**src/rtl/boa_mem_arb_pkg.sv**
```systemverilog
// Shared types for the two-requester memory arbiter.
//   arb_state_t : arbiter FSM states (IDLE, LOCK0, LOCK1)
//   port_idx_t  : one-bit requester index (PORT0 = fetch, PORT1 = data)
package boa_mem_arb_pkg;

   typedef enum logic [1:0] {
      IDLE  = 2'd0,
      LOCK0 = 2'd1,
      LOCK1 = 2'd2
   } arb_state_t;

   typedef logic port_idx_t;

   localparam port_idx_t PORT0 = 1'b0;
   localparam port_idx_t PORT1 = 1'b1;

endpackage

```
**src/rtl/boa_mem_bus.sv**
```systemverilog
// Simple single-cycle-handshake memory bus.
//   re, we      : read / write strobes from the requester
//   addr, wdata : address and write data, held until ready
//   rdata       : read data from the memory
//   ready       : transaction completes in the cycle this is high
// Modports:
//   CPU : requester view (drives strobes, receives rdata/ready)
//   MEM : memory view (receives strobes, drives rdata/ready)
interface boa_mem_bus #(
   parameter int alen = 32,
   parameter int dlen = 32
);
   logic            re;
   logic            we;
   logic [alen-1:0] addr;
   logic [dlen-1:0] wdata;
   logic [dlen-1:0] rdata;
   logic            ready;

   modport CPU (output re, output we, output addr, output wdata,
                input rdata, input ready);
   modport MEM (input re, input we, input addr, input wdata,
                output rdata, output ready);
endinterface

```
**src/rtl/boa_rr_pick.sv**
```systemverilog
// Two-way winner selection.
//   req  : request bits, req[n] = port n requesting
//   last : port that completed the most recent transaction
//   rr   : 1 = round-robin tie break, 0 = port 0 always wins ties
//   win  : selected port (port 0 when nobody requests; unused then)
module boa_rr_pick
   import boa_mem_arb_pkg::*;
(
   input  logic [1:0] req,
   input  port_idx_t  last,
   input  logic       rr,
   output port_idx_t  win
);

   always_comb begin
      win = PORT0;
      if (req == 2'b10) begin
         win = PORT1;
      end else if (req == 2'b11 && rr) begin
         // Tie: hand the grant to the port that was not served last.
         win = ~last;
      end
   end

endmodule

```
**src/rtl/boa_mem_arbiter.sv**
```systemverilog
// Arbitrates two requesters (p0 = instruction fetch, p1 = data) onto one
// shared memory bus. In IDLE the winner is forwarded combinationally with no
// added latency; if the memory stalls, the bus is locked to that winner until
// ready.
//   clk   : clock, rising edge
//   rst_n : asynchronous active-low reset
//   p0/p1 : requester buses (MEM view)
//   mem   : shared memory bus (CPU view)
//   owner : locked port, meaningful only while busy
//   busy  : high while a stalled transaction holds the bus
module boa_mem_arbiter
   import boa_mem_arb_pkg::*;
#(
   parameter int alen = 32,
   parameter int dlen = 32,
   parameter int rr   = 1
) (
   input  logic       clk,
   input  logic       rst_n,
   boa_mem_bus.MEM    p0,
   boa_mem_bus.MEM    p1,
   boa_mem_bus.CPU    mem,
   output logic       owner,
   output logic       busy
);

   localparam logic rr_en = (rr != 0);

   arb_state_t      state;
   port_idx_t       last;
   port_idx_t       win;
   port_idx_t       sel;
   logic [1:0]      req;
   logic            fwd;
   logic            sel_re;
   logic            sel_we;
   logic [alen-1:0] sel_addr;
   logic [dlen-1:0] sel_wdata;

   // A port requests while either strobe is high; the access type is not
   // interpreted, so re and we together are simply passed through.
   assign req = {p1.re | p1.we, p0.re | p0.we};

   boa_rr_pick u_pick (
      .req  (req),
      .last (last),
      .rr   (rr_en),
      .win  (win)
   );

   // Select the port driving the bus and whether anything is forwarded.
   // A locked owner stays forwarded even if it drops its strobes.
   always_comb begin
      sel = win;
      fwd = 1'b0;
      case (state)
         IDLE: begin
            sel = win;
            fwd = |req;
         end
         LOCK0: begin
            sel = PORT0;
            fwd = 1'b1;
         end
         LOCK1: begin
            sel = PORT1;
            fwd = 1'b1;
         end
         default: begin
            sel = win;
            fwd = 1'b0;
         end
      endcase
      // Reset silences the bus immediately, independent of the clock.
      if (!rst_n) begin
         fwd = 1'b0;
      end
   end

   // Plain 2:1 data-path mux.
   assign sel_re    = (sel == PORT1) ? p1.re    : p0.re;
   assign sel_we    = (sel == PORT1) ? p1.we    : p0.we;
   assign sel_addr  = (sel == PORT1) ? p1.addr  : p0.addr;
   assign sel_wdata = (sel == PORT1) ? p1.wdata : p0.wdata;

   assign mem.re    = fwd & sel_re;
   assign mem.we    = fwd & sel_we;
   assign mem.addr  = fwd ? sel_addr  : '0;
   assign mem.wdata = fwd ? sel_wdata : '0;

   assign p0.ready  = fwd & (sel == PORT0) & mem.ready;
   assign p1.ready  = fwd & (sel == PORT1) & mem.ready;
   assign p0.rdata  = mem.rdata;
   assign p1.rdata  = mem.rdata;

   assign busy  = (state == LOCK0) || (state == LOCK1);
   assign owner = (state == LOCK1);

   // Only the FSM state and the last-served pointer are stored. Last-served
   // resets to port 1 so port 0 wins the first tie.
   always_ff @(posedge clk or negedge rst_n) begin
      if (!rst_n) begin
         state <= IDLE;
         last  <= PORT1;
      end else begin
         case (state)
            IDLE: begin
               if (fwd) begin
                  if (mem.ready) begin
                     last <= win;
                  end else begin
                     state <= (win == PORT1) ? LOCK1 : LOCK0;
                  end
               end
            end
            LOCK0: begin
               if (mem.ready) begin
                  state <= IDLE;
                  last  <= PORT0;
               end
            end
            LOCK1: begin
               if (mem.ready) begin
                  state <= IDLE;
                  last  <= PORT1;
               end
            end
            default: state <= IDLE;
         endcase
      end
   end

endmodule
```
**src/flat_wrapper.sv**
```systemverilog
// flat-port wrapper written by rule: the top's interface ports become plain ports
module boa_mem_arbiter_flat import boa_mem_arb_pkg::*;
#(
   parameter int alen = 32,
   parameter int dlen = 32,
   parameter int rr   = 1
)
  (clk, rst_n, owner, busy, p0_re, p0_we, p0_addr, p0_wdata, p0_rdata, p0_ready, p1_re, p1_we, p1_addr, p1_wdata, p1_rdata, p1_ready, mem_re, mem_we, mem_addr, mem_wdata, mem_rdata, mem_ready);
  boa_mem_bus #(.alen(alen), .dlen(dlen)) p0_i ();
  boa_mem_bus #(.alen(alen), .dlen(dlen)) p1_i ();
  boa_mem_bus #(.alen(alen), .dlen(dlen)) mem_i ();
  input  logic clk;
  input  logic rst_n;
  output logic owner;
  output logic busy;
  input wire logic [$bits(p0_i.re)-1:0] p0_re;
  input wire logic [$bits(p0_i.we)-1:0] p0_we;
  input wire logic [$bits(p0_i.addr)-1:0] p0_addr;
  input wire logic [$bits(p0_i.wdata)-1:0] p0_wdata;
  output wire logic [$bits(p0_i.rdata)-1:0] p0_rdata;
  output wire logic [$bits(p0_i.ready)-1:0] p0_ready;
  input wire logic [$bits(p1_i.re)-1:0] p1_re;
  input wire logic [$bits(p1_i.we)-1:0] p1_we;
  input wire logic [$bits(p1_i.addr)-1:0] p1_addr;
  input wire logic [$bits(p1_i.wdata)-1:0] p1_wdata;
  output wire logic [$bits(p1_i.rdata)-1:0] p1_rdata;
  output wire logic [$bits(p1_i.ready)-1:0] p1_ready;
  output wire logic [$bits(mem_i.re)-1:0] mem_re;
  output wire logic [$bits(mem_i.we)-1:0] mem_we;
  output wire logic [$bits(mem_i.addr)-1:0] mem_addr;
  output wire logic [$bits(mem_i.wdata)-1:0] mem_wdata;
  input wire logic [$bits(mem_i.rdata)-1:0] mem_rdata;
  input wire logic [$bits(mem_i.ready)-1:0] mem_ready;
  assign p0_i.re = p0_re;
  assign p0_i.we = p0_we;
  assign p0_i.addr = p0_addr;
  assign p0_i.wdata = p0_wdata;
  assign p0_rdata = p0_i.rdata;
  assign p0_ready = p0_i.ready;
  assign p1_i.re = p1_re;
  assign p1_i.we = p1_we;
  assign p1_i.addr = p1_addr;
  assign p1_i.wdata = p1_wdata;
  assign p1_rdata = p1_i.rdata;
  assign p1_ready = p1_i.ready;
  assign mem_re = mem_i.re;
  assign mem_we = mem_i.we;
  assign mem_addr = mem_i.addr;
  assign mem_wdata = mem_i.wdata;
  assign mem_i.rdata = mem_rdata;
  assign mem_i.ready = mem_ready;
  boa_mem_arbiter #(.alen(alen), .dlen(dlen), .rr(rr)) u_core (.clk(clk), .rst_n(rst_n), .p0(p0_i), .p1(p1_i), .mem(mem_i), .owner(owner), .busy(busy));
endmodule
```
**config.mk**
```make
export PLATFORM = sky130hd
export DESIGN_NAME = boa_mem_arbiter_flat
export DESIGN_NICKNAME = d
export VERILOG_FILES = /design/src/rtl/boa_mem_arb_pkg.sv /design/src/rtl/boa_mem_bus.sv /design/src/rtl/boa_rr_pick.sv /design/src/rtl/boa_mem_arbiter.sv /design/src/flat_wrapper.sv
export SDC_FILE = /design/constraint.sdc
export NUM_CORES = 1
export LEC_CHECK = 0
export ABC_AREA = 1
export CORE_AREA = 2 2 118 120
export DETAILED_ROUTE_END_ITERATION = 16
export DIE_AREA = 0 0 120 122
export PLACE_DENSITY_LB_ADDON = 0.2
export SLEW_MARGIN = 20
export SYNTH_ARGS = -nofsm -noshare
export SYNTH_HDL_FRONTEND = slang
export SYNTH_SLANG_ARGS = --single-unit
export TNS_END_PERCENT = 20
```
**constraint.sdc**
```tcl
create_clock -name clk -period 3.1 [get_ports clk]
set_clock_uncertainty 0.05 [all_clocks]
set_input_delay 0.31 -clock clk [delete_from_list [all_inputs] [get_ports clk]]
set_output_delay 0.31 -clock clk [all_outputs]
set_load 0.03 [all_outputs]
```
# ---- Yosys cells after proc, flatten, opt, wreduce, memory -nomap -nowiden
# Cells that the tools add are included.
dict set report classes {
  mux 21
  eq_ne 10
  n_reduce_logical 7
  n_bitwise 10
}
# op count
set ops {}
lappend ops {{32-bit 2-to-1 mux} 4}
lappend ops {{1-bit 2-to-1 mux} 9}
lappend ops {{2-bit 2-to-1 mux} 4}
lappend ops {{1-bit bitwise AND} 6}
lappend ops {{2-bit equality test (second input constant)} 3}
lappend ops {{2-bit by 1-bit != test with 1-bit output (second input constant)} 3}
lappend ops {{2-bit != test (second input constant)} 3}
lappend ops {{5-bit AND reduction} 1}
lappend ops {{1-bit case mux with 2 select lines} 2}
lappend ops {{2-bit case mux with 2 select lines} 1}
lappend ops {{2-bit OR reduction} 2}
lappend ops {{1-bit case mux with 3 select lines} 1}
lappend ops {{3-bit AND reduction} 1}
lappend ops {{3-bit nonzero test} 1}
lappend ops {{2-bit by 1-bit equality test with 1-bit output (second input constant)} 1}
lappend ops {{2-bit logical NOT} 1}
lappend ops {{1-bit NOT} 2}
lappend ops {{1-bit OR} 2}
lappend ops {{1-bit logical OR} 1}
dict set report totals {
  out_inout_bits 134
  reg_bits 3
  in_bits 167
  wordCells 50
}

# ---- Logic depth before layout (Yosys ltp)
dict set report depth {
  word_depth 8
  depth_mapped 10
  mapped_depth_nobuf 9
}

# ---- Cells and area by module
# A second synthesis with hierarchy kept.
dict set report unflattened {
  hier_cells 342
  area_unflattened_um2 1995.7
}
# mod cells_per_inst seq_area_each_um2 instances area_each_um2
set by_module_without_submodules {}
lappend by_module_without_submodules {boa_mem_arbiter 338 76.3 1 1975.6}
lappend by_module_without_submodules {boa_rr_pick 4 0.0 1 20.0}

# ---- Worst setup path before layout
# OpenSTA, ideal clock, no wires.
dict set report synth_path {
  path_kind {flip-flop to output port}
  startpoint {register u_core.state[0]}
  endpoint {output p1_ready}
  t_arrival_ns 2.051
  slack_ns 0.689
  required_ns 2.740
  path_buffers 1
  stages_incl_launch_ff 8
  cell_sequence {dfrtp_1 inv_1 ha_1 nand2_1 o21ai_2 buf_4 inv_1 nor3_1}
}
dict set report synth_via {
  elab_chain_len 6
  word_cells_on_any_way 9
  classes_between {eq/ne: 2; mux: 3; bitwise: 2; reduce/logical: 2}
}
# element line
set synth_rtl {}
lappend synth_rtl {{start, declared} boa_mem_arbiter.sv:29} ;# arb_state_t state;
lappend synth_rtl {{start signal, assigned} boa_mem_arbiter.sv:112} ;# state <= (win == PORT1) ? LOCK1 : LOCK0;
lappend synth_rtl {{2-bit equality test or 2-bit by 1-bit equality test with 1-bit output (tied branches)} boa_mem_arbiter.sv:56} ;# case (state)
lappend synth_rtl {{2-bit OR reduction (no line)} --}
lappend synth_rtl {{1-bit case mux with 2 select lines} boa_mem_arbiter.sv:56}
lappend synth_rtl {{1-bit 2-to-1 mux} boa_mem_arbiter.sv:75} ;# if (!rst_n) begin
lappend synth_rtl {{1-bit bitwise AND * (2 in series)} boa_mem_arbiter.sv:92} ;# assign p1.ready = fwd & (sel == PORT1) & mem.ready;
lappend synth_rtl {{end, declared} flat_wrapper.sv:27} ;# output wire logic [$bits(p1_i.ready)-1:0] p1_ready;
# Mark *: on every way between the ends. The rest lies on a longest branch, timed or not.

# ---- Worst setup path in the final report
dict set report layout_path {
  startpoint {register u_core.state[1]}
  endpoint {output p0_ready}
}
dict set report layout_via {
  elab_chain_len 6
  word_cells_on_any_way 10
  classes_between {eq/ne: 2; mux: 3; bitwise: 3; reduce/logical: 2}
}
# element line
set layout_rtl {}
lappend layout_rtl {{2-bit equality test or 2-bit by 1-bit equality test with 1-bit output (tied branches)} boa_mem_arbiter.sv:56}
lappend layout_rtl {{2-bit OR reduction (no line)} --}
lappend layout_rtl {{1-bit case mux with 2 select lines} boa_mem_arbiter.sv:56}
lappend layout_rtl {{1-bit 2-to-1 mux} boa_mem_arbiter.sv:75}
lappend layout_rtl {{1-bit bitwise AND * (2 in series)} boa_mem_arbiter.sv:91} ;# assign p0.ready = fwd & (sel == PORT0) & mem.ready;
lappend layout_rtl {{end, declared} flat_wrapper.sv:21} ;# output wire logic [$bits(p0_i.ready)-1:0] p0_ready;
# Marked as above.

==> results_dict.tcl <==
set metrics [dict create \
    crit_fanout 5 \
    grt_use_total 0.0942 \
    critPathSlowestCell "clkdlybuf4s50_1" \
    grt_pass1_wl_mm 11.4 \
    fin_crit_sh 0.851 \
    synthXorXnorAreaFrac 0 \
    wirelength_mm 7.87 \
    ys_top_cells_by_count "nand2_1 (146), buf_4 (71), nand3_1 (69)" \
    io_pins 301 \
    synth-seq-area-share 0.0435 \
    rrSetupSlack_ns 1.48 \
    worstSkewPairLatency_ns 0.22 \
    synth_compound_area_frac 0.0185 \
    rsz0062_at_grt "false" \
    fin_area_mm2 0.00345 \
    dp.cells 637 \
    power.total_mw 3.11 \
    clock-sinks 3 \
    drc_errors 0 \
    p_per_area_mw_per_mm2 902 \
    final_hold_viol_count 0 \
    grt_max_degree 67 \
    slew_headroom 0.745 \
    cts_resized 0 \
    drtAntennaViolNets 0 \
    row_count 43 \
    vias 2423 \
    tns_ns 0 \
    placed_area_mm2 0.00337 \
    htreeDepth 1 \
    worstPathCellList "inv_1, ha_1, inv_1, nand2_1, nand2_2, nor3_1, clkdlybuf4s50_1" \
    dr.pass1.iters 8 \
    cts_tree "built" \
    maxSlewViolCount 0 \
    cts_setup_buffers 0 \
    start_util 0.130 \
    avgSynthCellArea_um2 5.27 \
    ys_types 17 \
    synth-edff-count 0 \
    clock_path_buffers 2 \
    vdd_drop_max_mv 0.471 \
    nFillCells 1523 \
    path_class "register to output pin" \
    synth_top_family_by_area "simple AND/OR/NAND/NOR gates" \
    portBuffers 204 \
    ys_top_cells_by_area "nand2_1 (31%), buf_4 (30%), nand3_1 (20%)" \
    synth_top_area_cell "nand2_1" \
    crit_path_start_kind "register" \
    dp_hpwl_mm 6.41 \
    required_ns 2.74 \
    synth_mux_area_frac 0 \
    clkTransAtPathRegs_ns 0.03 \
    cts_root_buf "clkbuf_16" \
    syn_to_final_growth_pct 96.5 \
    chipHeight_um 122 \
    antenna_found_initial 0 \
    cts_made_buffers 3 \
    synthFlopType "dfrtp_1" \
    ys_warn_count 0 \
    cp.arrival_ns 2.28 \
    synth_top_area_share 0.312 \
    postSynth.asyncResetShare 1.00 \
    cap_violations 0 \
    worstHoldPathType "input port to async pin" \
    cts_hold_buf 0 \
    gp_congestion 0.797 \
    yosysMostFrequentCell "nand2_1" \
    final-instance-count-excl-fill 641 \
    synth-simple-area-share 0.536 \
    viasPerCell 3.78 \
    drive_gt1_frac 0.176 \
    finish.utilization 0.255 \
    tightest_slew_ns 0.382 \
    max_freq_ghz 0.379 \
    setup_viol 0 \
    path_common_cell "inv_1" \
    syn_area_mm2 0.00175 \
    nets 633 \
    die_w_um 120 \
    syn-num-nets 504 \
    gr-total-overflow 0 \
    wl_per_cell_um 12.3 \
    dieArea_mm2 0.0146 \
    min_period_ns 2.64 \
    worst_setup_path_end_kind "output pin" \
    outcome "finished, final reports clean" \
    coreArea_mm2 0.0135 \
    grt_pass1_vias 2210 \
    num_antenna_cells 0 \
    drt_iter0_markers 36 \
    total_leakage_power_nw 1.70 \
    syn_inst 333 \
    synth-seq-cells 3 \
    synth-adder-area-share 0.0285 \
    max_stage_delay_ns 0.72 \
]
final cells by class:
| type | instances | area [µm²] | share of cell area |
|---|---|---|---|
| well taps | 180 | 225 | 0.0653 |
| repair buffers | 209 | 1990 | 0.577 |
| multi-input cells | 234 | 1040 | 0.301 |
| clock buffers | 4 | 78.8 | 0.0229 |
| flip-flops and latches | 3 | 76.3 | 0.0221 |
| inverters | 11 | 41.3 | 0.0120 |
layout by cell type (no fill, tap or decap), types with 2 or more instances in the layout:
cell / synthesis / final
clkbuf_16: 0 / 3
nand2_1: 146 / 146
nor2_1: 5 / 5
o21ai_0: 3 / 3
inv_1: 10 / 10
clkdlybuf4s50_1: 0 / 138
dfrtp_1: 2 / 2
nor3_1: 2 / 2
nand3_1: 69 / 69
buf_4: 71 / 65
buf_12: 0 / 6
ha_1: 4 / 4
report_power, final:
part / internal [mW] / switching, mW
combinational: 1.02 / 1.81
clock: 0.169 / 0.0306
sequential: 0.0607 / 0.0140
total: 1.25 / 1.86
critical path: cells and delay by family, from the launching register on:
kind                     cells  cell delay, ns
buffers and inverters        3            0.86
adder cells (fa/ha/maj)      1            0.40
AND/OR/NAND/NOR              3            0.40
flip-flops                   1            0.39
through the flow:
| stage | worst slack (ns) | hold slack [ns] |
|---|---|---|
| after CTS | 0.438 | 0.238 |
| after floorplan | 0.689 | -0.0356 |
| after global placement | 0.617 | 0.461 |
| final | 0.463 | 0.237 |
| after detailed placement | 0.604 | 0.467 |
| after global routing | 0.329 | 0.249 |
flip-flops by register name, indices dropped and copies added (netlist names):
register / count
u_core.state: 2
u_core.last: 1
worst paths after layout:
kind | startpoint | endpoint | depth (start not counted)
min in group clk | u_core.last | u_core.last | 2
min reg2reg | u_core.last | u_core.last | 2
min | rst_n | u_core.state[1] | 1
max in group asynchronous | rst_n | u_core.last | 1
max | u_core.state[1] | p0_ready | 7
max reg2reg | u_core.state[1] | u_core.state[1] | 9
kinds of logic after synthesis:
group                    after synthesis
flip-flops                             3
AO/OA/AOI/OAI                          5
AND/OR/NAND/NOR                      225
adder cells (fa/ha/maj)                4
buffers and inverters                 96
per-layer routing:
metal  part of all wire  track usage
met5                  0            0
met3               0.11       0.0276
met2               0.51        0.175
met4              0.017       0.0199
met1               0.37        0.106
Note: power is estimated with default switching activity, not from simulation.
